--- src/rtl/sing_wire_pkg.sv ---
// Shared types and frame constants for the single-wire transceiver.
// Also provides a helper for the total frame length in clock cycles.
package sing_wire_pkg;

  typedef enum logic [1:0] {
    IDLE,
    TX,
    TURN,
    RX
  } state_t;

  localparam logic START_BIT  = 1'b0;
  localparam logic STOP_BIT   = 1'b1;
  localparam logic IDLE_LEVEL = 1'b1;

  // Cycles the line is driven for one complete frame: start + data + stop bits.
  function automatic int unsigned frame_cycles(input int unsigned data_w,
                                               input int unsigned bit_cyc);
    return (data_w + 2) * bit_cyc;
  endfunction

endpackage

--- src/rtl/sing_wire_sync.sv ---
// Two-flop synchronizer for the pad input plus falling-edge detector.
// Every flop resets to the idle (pulled-up) level so reset never produces a false edge.
module sing_wire_sync
  import sing_wire_pkg::*;
(
  input  logic clk,
  input  logic rst,
  input  logic din,
  output logic ps,
  output logic fall
);

  logic meta_q;
  logic ps_q;
  logic prev_q;

  always_ff @(posedge clk) begin
    if (rst) begin
      meta_q <= IDLE_LEVEL;
      ps_q   <= IDLE_LEVEL;
      prev_q <= IDLE_LEVEL;
    end else begin
      meta_q <= din;
      ps_q   <= meta_q;
      prev_q <= ps_q;
    end
  end

  assign ps   = ps_q;
  assign fall = prev_q & ~ps_q;

endmodule

--- src/rtl/sing_wire_xcvr.sv ---
// Half-duplex single-wire bit-serial transceiver driving an IOBUF (pad_o/pad_t/pad_i).
// TX has collision detection and a fixed release period; RX is started by a falling edge.
module sing_wire_xcvr
  import sing_wire_pkg::*;
#(
  parameter int unsigned DATA_W   = 8,
  parameter int unsigned BIT_CYC  = 4,
  parameter int unsigned TURN_CYC = 2
) (
  input  logic              clk,
  input  logic              rst,
  input  logic              tx_valid,
  output logic              tx_ready,
  input  logic [DATA_W-1:0] tx_data,
  output logic              tx_col,
  output logic              rx_valid,
  output logic [DATA_W-1:0] rx_data,
  output logic              rx_err,
  output logic              pad_o,
  output logic              pad_t,
  input  logic              pad_i
);

  localparam int unsigned CW = $clog2(BIT_CYC);
  localparam int unsigned BW = $clog2(DATA_W + 2);
  localparam int unsigned TW = (TURN_CYC > 1) ? $clog2(TURN_CYC) : 1;

  localparam logic [CW-1:0] CycLast  = CW'(BIT_CYC - 1);
  localparam logic [CW-1:0] CycMid   = CW'(BIT_CYC / 2 - 1);
  localparam logic [BW-1:0] BitStop  = BW'(DATA_W + 1);
  localparam logic [BW-1:0] BitLastD = BW'(DATA_W);
  localparam logic [TW-1:0] TurnLast = TW'(TURN_CYC - 1);

  state_t            state_q, state_d;
  logic [CW-1:0]     cyc_q, cyc_d;
  logic [BW-1:0]     bit_q, bit_d;
  logic [TW-1:0]     turn_q, turn_d;
  logic [DATA_W-1:0] shreg_q, shreg_d;
  logic [DATA_W-1:0] rx_data_q, rx_data_d;
  logic              pad_o_q, pad_o_d;
  logic              pad_t_q, pad_t_d;
  logic              rx_valid_q, rx_valid_d;
  logic              rx_err_q, rx_err_d;
  logic              rx_done_q, rx_done_d;

  logic ps;
  logic fall;
  logic accept;
  logic cyc_end;
  logic col;

  sing_wire_sync u_sync (
    .clk  (clk),
    .rst  (rst),
    .din  (pad_i),
    .ps   (ps),
    .fall (fall)
  );

  // A falling edge in IDLE takes priority over a pending TX byte.
  assign tx_ready = (state_q == IDLE) && !fall && !rst;
  assign accept   = tx_valid && tx_ready;
  assign cyc_end  = (cyc_q == CycLast);
  // Checked at the last cycle of a bit so the synchronizer has caught up with the line.
  assign col      = (state_q == TX) && cyc_end && pad_o_q && !ps;

  always_comb begin
    state_d    = state_q;
    cyc_d      = cyc_q;
    bit_d      = bit_q;
    turn_d     = turn_q;
    shreg_d    = shreg_q;
    rx_data_d  = rx_data_q;
    pad_o_d    = pad_o_q;
    pad_t_d    = pad_t_q;
    rx_valid_d = 1'b0;
    rx_err_d   = 1'b0;
    rx_done_d  = 1'b0;

    unique case (state_q)
      IDLE: begin
        if (accept) begin
          state_d = TX;
          shreg_d = tx_data;
          cyc_d   = '0;
          bit_d   = '0;
          pad_t_d = 1'b0;
          pad_o_d = START_BIT;
        end else if (fall) begin
          state_d = RX;
          cyc_d   = '0;
          bit_d   = '0;
        end
      end

      TX: begin
        cyc_d = cyc_end ? '0 : cyc_q + CW'(1);
        if (cyc_end) begin
          if (col || (bit_q == BitStop)) begin
            state_d = TURN;
            turn_d  = '0;
            pad_t_d = 1'b1;
            pad_o_d = IDLE_LEVEL;
          end else begin
            bit_d = bit_q + BW'(1);
            if (bit_q == BitLastD) begin
              pad_o_d = STOP_BIT;
            end else begin
              pad_o_d = shreg_q[0];
              shreg_d = shreg_q >> 1;
            end
          end
        end
      end

      TURN: begin
        if (turn_q == TurnLast) begin
          state_d = IDLE;
        end else begin
          turn_d = turn_q + TW'(1);
        end
      end

      RX: begin
        // One extra cycle after the stop sample keeps an accept out of the pulse cycle.
        if (rx_done_q) begin
          state_d = IDLE;
        end else begin
          cyc_d = cyc_end ? '0 : cyc_q + CW'(1);
          if (cyc_end) begin
            bit_d = bit_q + BW'(1);
          end
          if (cyc_q == CycMid) begin
            if (bit_q == '0) begin
              if (ps != START_BIT) begin
                state_d = IDLE;
              end
            end else if (bit_q == BitStop) begin
              rx_done_d = 1'b1;
              if (ps == STOP_BIT) begin
                rx_valid_d = 1'b1;
                rx_data_d  = shreg_q;
              end else begin
                rx_err_d = 1'b1;
              end
            end else begin
              shreg_d = DATA_W'({ps, shreg_q} >> 1);
            end
          end
        end
      end

      default: state_d = IDLE;
    endcase
  end

  always_ff @(posedge clk) begin
    if (rst) begin
      state_q    <= IDLE;
      cyc_q      <= '0;
      bit_q      <= '0;
      turn_q     <= '0;
      shreg_q    <= '0;
      rx_data_q  <= '0;
      pad_o_q    <= IDLE_LEVEL;
      pad_t_q    <= 1'b1;
      rx_valid_q <= 1'b0;
      rx_err_q   <= 1'b0;
      rx_done_q  <= 1'b0;
    end else begin
      state_q    <= state_d;
      cyc_q      <= cyc_d;
      bit_q      <= bit_d;
      turn_q     <= turn_d;
      shreg_q    <= shreg_d;
      rx_data_q  <= rx_data_d;
      pad_o_q    <= pad_o_d;
      pad_t_q    <= pad_t_d;
      rx_valid_q <= rx_valid_d;
      rx_err_q   <= rx_err_d;
      rx_done_q  <= rx_done_d;
    end
  end

  assign tx_col   = col && !rst;
  assign rx_valid = rx_valid_q;
  assign rx_err   = rx_err_q;
  assign rx_data  = rx_data_q;
  assign pad_o    = pad_o_q;
  assign pad_t    = pad_t_q;

endmodule

--- config.mk ---
export PLATFORM = sky130hd
export DESIGN_NAME = sing_wire_xcvr
export DESIGN_NICKNAME = d
export VERILOG_FILES = /design/src/rtl/sing_wire_pkg.sv /design/src/rtl/sing_wire_sync.sv /design/src/rtl/sing_wire_xcvr.sv
export SDC_FILE = /design/constraint.sdc
export NUM_CORES = 1
export LEC_CHECK = 0
export CORE_MARGIN = 2
export CORE_UTILIZATION = 44
export DETAILED_ROUTE_END_ITERATION = 10
export DONT_BUFFER_PORTS = 1
export PLACE_DENSITY = 0.59
export SLEW_MARGIN = 20
export SYNTH_ARGS = -nofsm -noshare
export SYNTH_HDL_FRONTEND = slang
export SYNTH_SLANG_ARGS = --single-unit
--- constraint.sdc ---
create_clock -name clk -period 4.22 [get_ports clk]
set_clock_uncertainty 0.05 [all_clocks]
set_input_delay 1.266 -clock clk [delete_from_list [all_inputs] [get_ports clk]]
set_output_delay 1.266 -clock clk [all_outputs]
set_load 0.03 [all_outputs]
==> results.md, run 1 <==
- Post-CTS Setup Inserts: 0
- CP max stage delay: 220 ps
- Synthesized cell area: 0.00163 mm2
- CP max FO: 42
- Post-synth top flop: dfxtp_1
- Routed wire length: 3.28 mm
- Area of the multi-input gates: 905 um2
- Yosys warns: 0
- Buf+Inv Stages, Crit Path: 1
- # H-tree levels: 2
- CP max stage cell: nor4_1
- Shortest period the worst path allows: 3020 ps
- Fmax: 0.331 GHz
- Critical path data required time: 2900 ps
- Initial DRC count: 101
- Clock slew at the register clock pins of the worst setup and hold paths: 70 ps
- P&R area growth vs syn: 9.53%
- Clk Latency, worst-skew pair: 280 ps
- Vias: 1,269
- Die area: 0.00420 mm2
- Filler cell count: 361
- Seq/Total Area, Yosys: 40.6%
- GRT Total Usage: 17.0%
- Non-Filler Instances: 226
- DR WL/cell: 14.5 um
- Rows: 22
- Yosys cell types: 40
- Post-synth EDFFs: 0
- Maximum number of pins on one net before global-route repair: 43
- TritonCTS clock tree: yes
- Max-slew headroom: 60.2%
- Final nets: 194
- Cells along the critical path: nor4_1, buf_4
- Die Y: 64.8 um
- Mean Syn Cell Area: 9.15 um2
- CTS max path bufs: 2
- Die width: 64.8 um
- IO buf count: 0
- RSZ-0062 raised after global routing: no
- First-pass GRT wire length: 5.53 mm
- Clock sink count: 33
- Synthesized flop and latch total: 33
- Number of remaining DRC errors: 0
- Total of max-cap violations: 0
- Setup violations, final: 0
- Placed instance area: 0.00167 mm2
- ANT nets after route: 0
- Period Utilization, post-route: 71.5%
- Fin. max-slew vios: 0
- Cts hold-fix bufs: 0
- Setup_tns: 0 ps
- Worst Hold Class: flop to flop
- Initial antenna violation count: 0
- Clk root buf: clkbuf_8
- Final hold vios: 0
- Status: complete, no violations
- Worst vdd ir: 0.000215 V
- Number of global-route vias before repair: 1,232
- Dpl hpwl: 2.27 mm
- Initial Util: 45.1%
- Vias/cell: 5.62
- Power Dens Cells: 433 mW/mm2
- Placer Congestion: 0.842
- CTS buffer count: 5
- Placed insts: 218
- Mapped Cells: 178
- Antenna Diode Count: 0
- Finished Cell Area: 0.00178 mm2
- Critical Path Source Type: input port
- Setup crit end kind: output pin
- Layout cells sized above 1: 10.7%
- CTS-repair resized insts: 0
- Pre-antenna DRT Iters: 4
- Global route overflow: 0
- CP delay by family, top: simple AND/OR/NAND/NOR gates
- Slew @ Worst Pin: 597 ps
- Pleak: 0.603 nW
- Core Footprint: 0.00361 mm2
- Crit path DAT: 1700 ps
- Register area: 661 um2
- WS Path Type: input port to output pin
- Syn nets: 195
- I/O Pins: 26
- Post-synth ARST share: 0%
==> final cells by class <==
cell class / instances / area share, %
Timing Repair Buffer: 3 / 1.26
Clock buffer: 7 / 4.84
Sequential cell: 33 / 37.1
Multi-Input combinational cell: 129 / 50.7
Clock inverter: 1 / 1.68
Inverter: 5 / 1.05
Tap cell: 48 / 3.37
==> registers in the layout, summed over array words and instances (netlist names), 2 cells and up <==
register	flops
bit_q	4
rx_data	8
state_q	2
shreg_q	8
cyc_q	2
==> synthesized netlist by cell type, types with 2 or more instances <==
library cell   n  area, um2
a211oi_1       2       15.0
a21oi_1        6       30.0
a31oi_1        3       18.8
buf_2          2       10.0
clkbuf_1       8       30.0
dfxtp_1       33        661
ha_1           5       62.6
inv_1          5       18.8
mux2i_1       18        180
nand2_1        3       11.3
nand2b_1       5       31.3
nand3_1        5       25.0
nand3b_1       4       30.0
nor2_1        17       63.8
nor2b_1       15       93.8
nor3b_1        2       15.0
o21ai_0       13       65.1
o41ai_1        8       70.1
or2_2          3       18.8
==> placed cells by master, fill, tap and decap left out, types with 6 or more instances in the layout <==
master and instances:
nor2_1 17, dfxtp_1 33, o21ai_0 13, nor2b_1 15, clkbuf_8 6, mux2i_1 18
a21oi_1 6, o41ai_1 8
==> path summary, 6_finish.rpt <==
kind / slack [ps] / endpoint / startpoint / cells past startpoint
hold / removal: 380 / u_sync.ps / u_sync.meta_q / 1
setup / recovery: 1200 / tx_ready / rst / 2
setup reg to reg: 2140 / rx_data[4] / state_q[0] / 6
hold reg to reg: 380 / u_sync.ps / u_sync.meta_q / 1
==> logic make-up (layout without fill, tap and decap cells) <==
| group | count (synthesis) | in the layout | share of synthesized area (%) |
|---|---|---|---|
| AO/OA/AOI/OAI | 41 | 41 | 17.4 |
| adder cells (fa/ha/maj) | 5 | 5 | 3.84 |
| buffers and inverters | 16 | 16 | 3.84 |
| flip-flops | 33 | 33 | 40.6 |
| multiplexers | 18 | 18 | 11.1 |
| AND/OR/NAND/NOR | 65 | 65 | 23.3 |
==> layer usage <==
layer / share of wire, % / track usage [%] / vias to the layer above / routed length, um
li1: - / - / 637 / -
met1: 44 / 20.2 / 589 / 1440
met2: 49 / 28.7 / 41 / 1590
met3: 6.9 / 6.08 / 2 / 225
met4: 0.58 / 4.79 / 0 / 19
met5: 0 / 0 / - / 0
==> power by group <==
part / total [W] / internal (W) / switching [W] / leakage (nW)
clock: 0.000303 / 0.000192 / 0.000111 / 0.0585
combinational: 0.000117 / 0.0000492 / 0.0000676 / 0.277
sequential: 0.000352 / 0.000330 / 0.0000220 / 0.269
==> metrics by stage <==
step	setup WS, ps	utilization, %	power (W)	hold WS [ps]
CTS	1200	49.4	0.000781	384
floorplan	287	-	0.000456	339
global route	1130	49.4	0.000809	416
finish	1200	49.4	0.000772	378
global placement	1210	46.2	0.000471	344
detailed placement	1200	46.2	0.000476	370
Note: power is estimated with default switching activity, not from simulation.
==> run 2, diff against run 1 <==
--- a/config.mk
+++ b/config.mk
@@ -9,7 +9,7 @@
 export CORE_UTILIZATION = 44
 export DETAILED_ROUTE_END_ITERATION = 10
 export DONT_BUFFER_PORTS = 1
-export PLACE_DENSITY = 0.59
+export PLACE_DENSITY = 0.61
 export SLEW_MARGIN = 20
 export SYNTH_ARGS = -nofsm -noshare
 export SYNTH_HDL_FRONTEND = slang
==> constraint.sdc (replaced) <==
create_clock -name clk -period 2.51 [get_ports clk]
set_clock_uncertainty 0.05 [all_clocks]
set_input_delay 0.753 -clock clk [delete_from_list [all_inputs] [get_ports clk]]
set_output_delay 0.753 -clock clk [all_outputs]
set_load 0.03 [all_outputs]
==> run 2 against run 1 <==
Effect of this change:
- count of clock-buffer cells in the layout stayed put
- via count is 1.2% higher
- critical path type is now flop to output pin
- global-route usage is 0.26 points higher
- non-clock buffer count is 1 higher
- wire length is 2.1% lower
- die area stayed put
- sequential power is 69% higher
- register-to-register slack worse by 1700 ps
- power is 54% higher
- setup slack worse by 930 ps
==> results.md, run 2 (synthesized netlist as in run 1, its figures left out) <==
- Worst Hold Class: flop to flop
- R2R depth: 7
- Max layer used: met4
- CTS max path bufs: 2
- Max-slew headroom: 61.6%
- # H-tree levels: 2
- Vias: 1,284
- Power Dens Cells: 670 mW/mm2
- GRT Total Usage: 17.2%
- Number of global-route vias before repair: 1,237
- Fin. max-slew vios: 0
- Cts hold-fix bufs: 0
- Dpl hpwl: 2.26 mm
- Total of max-cap violations: 0
- Slew @ Worst Pin: 576 ps
- Critical path origin: state_q[0]
- Clock slew at the register clock pins of the worst setup and hold paths: 70 ps
- Status: complete, no violations
- Setup violations, final: 0
- P&R area growth vs syn: 8.84%
- Crit path DAT: 1440 ps
- Post-CTS Setup Inserts: 0
- Routed wire length: 3.21 mm
- Critical Path Source Type: flop
- Shortest period the worst path allows: 2240 ps
- Die area: 0.00420 mm2
- Total Power: 0.00119 W
- Critical path data required time: 1710 ps
- Die Y: 64.8 um
- Placer Congestion: 0.810
- Met3 Wirelength: 184 um
- Cells along the critical path: nand2_1, nor3_2, buf_4
- Register area: 661 um2
- FF-to-FF End: bit_q[3]
- RSZ-0062 raised after global routing: no
- Global route overflow: 0
- CP max stage delay: 580 ps
- Worst vdd ir: 0.000364 V
- Met2 wire length: 1.55 mm
- WL met1: 1.46 mm
- Commonest non-fill, non-tap cell in the layout: dfxtp_1
- CP max stage cell: dfxtp_1
- I/O Pins: 26
- CP delay by family, top: flip-flops
- Setup_tns: 0 ps
- TritonCTS clock tree: yes
- Clk Latency, worst-skew pair: 280 ps
- Period Utilization, post-route: 89.2%
- Initial DRC count: 95
- Initial antenna violation count: 0
- Maximum number of pins on one net before global-route repair: 43
- Pleak: 0.597 nW
- Layout cells sized above 1: 11.8%
- Antenna Diode Count: 0
- WP depth: 3
- Reg2Reg Setup Slack: 480 ps
- CP max FO: 12
- Area of the multi-input gates: 916 um2
- Core Footprint: 0.00361 mm2
- WS Path Type: flop to output pin
- Final hold vios: 0
- CTS buffer count: 5
- Buf+Inv Stages, Crit Path: 1
- Final nets: 195
- Filler cell count: 359
- CTS-repair resized insts: 0
- DR WL/cell: 14.2 um
- First-pass GRT wire length: 5.62 mm
- Finished Core Util: 49.1%
- Number of remaining DRC errors: 0
- Most frequent cells in the layout: dfxtp_1 (33), mux2i_1 (18), nor2_1 (17), nor2b_1 (15), o21ai_0 (13)
- Clk root buf: clkbuf_8
- Setup crit end kind: output pin
- IO buf count: 0
- CP endpoint: tx_col
- Initial Util: 45.1%
- Fmax: 0.447 GHz
- ANT nets after route: 0
- Clock sink count: 33
- Die width: 64.8 um
- R2r startpoint: bit_q[1]
- Vias/cell: 5.68
- Rows: 22
- Pre-antenna DRT Iters: 4
run 2: where the power goes:
group	internal [W]	total, W	switching (W)	leakage, nW
registers	0.000554	0.000595	0.0000409	0.269
clock network	0.000217	0.000395	0.000178	0.0443
logic	0.0000848	0.000196	0.000111	0.284
total	0.000857	0.00119	0.000330	0.597
run 2: worst reg2reg max path, stage by stage, from the launching register on:
cell	delay, ps
dfxtp_1	380
inv_1	80
ha_1	200
and3b_1	210
or4_4	430
a21oi_4	230
mux2i_1	250
a21oi_1	90
run 2: final cells by class:
type | count | area share, %
clock buffer | 7 | 4.87
inverter | 5 | 1.06
multi-input combinational | 129 | 51.7
sequential | 33 | 37.3
tap | 48 | 3.39
timing repair buffer | 4 | 1.69
run 2: routing by layer:
metal / up-vias / global-route usage [%]
met5: - / 0
met4: 0 / 6.65
li1: 640 / -
met1: 608 / 20.4
met2: 34 / 28.2
met3: 2 / 6.42
run 2: worst min-delay path by stage:
stage,startpoint,end,cells after the start
2_1_floorplan,u_sync.meta_q,u_sync.ps,1
3_3_place_gp,u_sync.meta_q,u_sync.ps,1
3_5_place_dp,u_sync.meta_q,u_sync.ps,1
4_1_cts,u_sync.meta_q,u_sync.ps,1
5_1_grt,u_sync.meta_q,u_sync.ps,1
6_report,u_sync.meta_q,u_sync.ps,1
run 2: stage by stage:
stage	hold slack [ps]	setup WS, ps	cells	instance area (um2)
2_1_floorplan	339	-75.6	178	1640
3_3_place_gp	347	458	219	1690
3_5_place_dp	347	408	219	1690
4_1_cts	361	272	226	1770
5_1_grt	383	159	226	1770
6_report	360	271	226	1770
==> run 3, diff against run 2 <==
--- a/config.mk
+++ b/config.mk
@@ -6,10 +6,10 @@
 export NUM_CORES = 1
 export LEC_CHECK = 0
 export CORE_MARGIN = 2
-export CORE_UTILIZATION = 44
+export CORE_UTILIZATION = 55
 export DETAILED_ROUTE_END_ITERATION = 10
 export DONT_BUFFER_PORTS = 1
-export PLACE_DENSITY = 0.61
+export PLACE_DENSITY = 0.73
 export SLEW_MARGIN = 20
 export SYNTH_ARGS = -nofsm -noshare
 export SYNTH_HDL_FRONTEND = slang
==> run 3 against run 2 <==
Effect of this change:
- power fell by 8.9%
- die area fell by 19%
- maximum frequency fell by 0.10%
- setup slack got worse by 2.3 ps
- largest power group unchanged
- combinational power is 4% higher
==> results.md, run 3 (synthesized netlist as in run 1, its figures left out) <==
- Status: complete, no violations
- Power Dens Cells: 627 mW/mm2
- DR WL/cell: 14.8 um
- Initial Util: 58.5%
- Maximum number of pins on one net before global-route repair: 43
- Number of remaining DRC errors: 0
- Core Footprint: 0.00278 mm2
- Final setup margin: 269 ps
- Sequential power share: 54.5%
- Cts hold-fix bufs: 0
- CP max stage delay: 380 ps
- Clk root buf: clkbuf_4
- P&R area growth vs syn: 5.84%
- WP depth: 4
- Clock power frac: 26.7%
- Fin. max-slew vios: 0
- Initial antenna violation count: 0
- CTS-repair resized insts: 0
- Worst vdd ir: 0.000494 V
- Pleak: 0.589 nW
- CTS buffer count: 5
- Met3 Wirelength: 176 um
- TritonCTS clock tree: yes
- Die width: 58.4 um
- Die area: 0.00341 mm2
- Max-slew headroom: 62.4%
- Antenna Diode Count: 0
- Total of max-cap violations: 0
- Setup crit end kind: output pin
- Vias/cell: 6.09
- Most frequent cells in the layout: dfxtp_1 (33), mux2i_1 (18), nor2_1 (17), nor2b_1 (15), o21ai_0 (13)
- Slew @ Worst Pin: 564 ps
- WS Path Type: flop to output pin
- Critical path data required time: 1710 ps
- Final hold vios: 0
- Rows: 19
- Comb power frac: 18.8%
- ANT nets after route: 0
- Worst Hold Class: flop to flop
- Pre-antenna DRT Iters: 4
- Commonest non-fill, non-tap cell in the layout: dfxtp_1
- Filler cell count: 258
- IO buf count: 0
- CTS max path bufs: 2
- Routed wire length: 3.12 mm
- Post-CTS Setup Inserts: 0
- First-pass GRT wire length: 5.27 mm
- Period Utilization, post-route: 89.3%
- Die Y: 58.4 um
- Global route overflow: 0
- Psw: 0.000332 W
- Placed insts: 203
- Initial DRC count: 34
- Number of global-route vias before repair: 1,157
- Switch share: 30.7%
- Setup violations, final: 0
- Hold path cells: 1
- Placer Congestion: 0.823
- Max layer used: met4
- Cells along the critical path: ha_1, nand3b_1, nor3_2, buf_4
- Crit path DAT: 1440 ps
- Non-Filler Instances: 211
- GRT Total Usage: 20.2%
- Vias: 1,284
- Final nets: 196
- Int Pwr: 0.000748 W
- RSZ-0062 raised after global routing: no
- Fmax: 0.446 GHz
- Clock sink count: 33
- Met2 wire length: 1.51 mm
- CP delay by family, top: flip-flops
- Post-Place Worst Slack: 433 ps
- # H-tree levels: 2
- Clock slew at the register clock pins of the worst setup and hold paths: 100 ps
- I/O Pins: 26
- Critical Path Source Type: flop
- Buf+Inv Stages, Crit Path: 1
- Clk Latency, worst-skew pair: 330 ps
- R2R depth: 7
- CP max stage cell: dfxtp_1
- Layout cells sized above 1: 12.8%
- WL met1: 1.39 mm
- Dpl hpwl: 2.20 mm
- Shortest period the worst path allows: 2240 ps
- CP max FO: 6
==> run 3: changes by cell type in the layout (fill, tap and decap cells not counted) <==
cell,delta
clkbuf_4,+5
clkinv_2,+2
buf_4,+1
clkbuf_8,-6
==> run 3: final cells by class <==
type                    instances  area [um2]  share of cell area (%)
multi-input cells             129         916                    53.2
inverters                       5        18.8                    1.09
repair buffers                  5        37.5                    2.18
clock buffers                   6        41.3                    2.40
flip-flops and latches         33         661                    38.3
clock inverters                 2        10.0                   0.581
well taps                      31        38.8                    2.25
==> run 3: metrics by stage <==
step / power, W / util, % / TNS, ps / hold slack (ps) / cell area, um2
after global placement: 0.000797 / 60.1 / 0 / 341 / 1670
after global routing: 0.00114 / 61.9 / 0 / 390 / 1720
final: 0.00108 / 61.9 / 0 / 367 / 1720
after CTS: 0.00109 / 61.9 / 0 / 369 / 1720
after floorplan: 0.000769 / - / -75.6 / 339 / 1640
after detailed placement: 0.000803 / 60.1 / 0 / 343 / 1670
==> run 3: metal layers <==
metal  vias to the layer above  global-route usage, %
met1                       604                   25.9
met2                        32                   32.4
li1                        642                      -
met3                         6                   6.15
met4                         0                   6.98
met5                         -                      0
==> run 3: final timing paths <==
| path | startpoint | end | slack (ps) |
|---|---|---|---|
| setup / recovery | cyc_q[0] | tx_col | 270 |
| hold / removal | u_sync.meta_q | u_sync.ps | 370 |
| setup reg to reg | bit_q[1] | bit_q[3] | 530 |
| hold reg to reg | u_sync.meta_q | u_sync.ps | 370 |
==> run 3: power by group through the flow <==
stage               Clock [W]  Combinational [W]  Sequential [W]
floorplan                   0           0.000178        0.000591
global placement            0           0.000197        0.000600
detailed placement          0           0.000203        0.000600
CTS                  0.000296           0.000203        0.000589
global route         0.000319           0.000224        0.000593
finish               0.000289           0.000203        0.000589
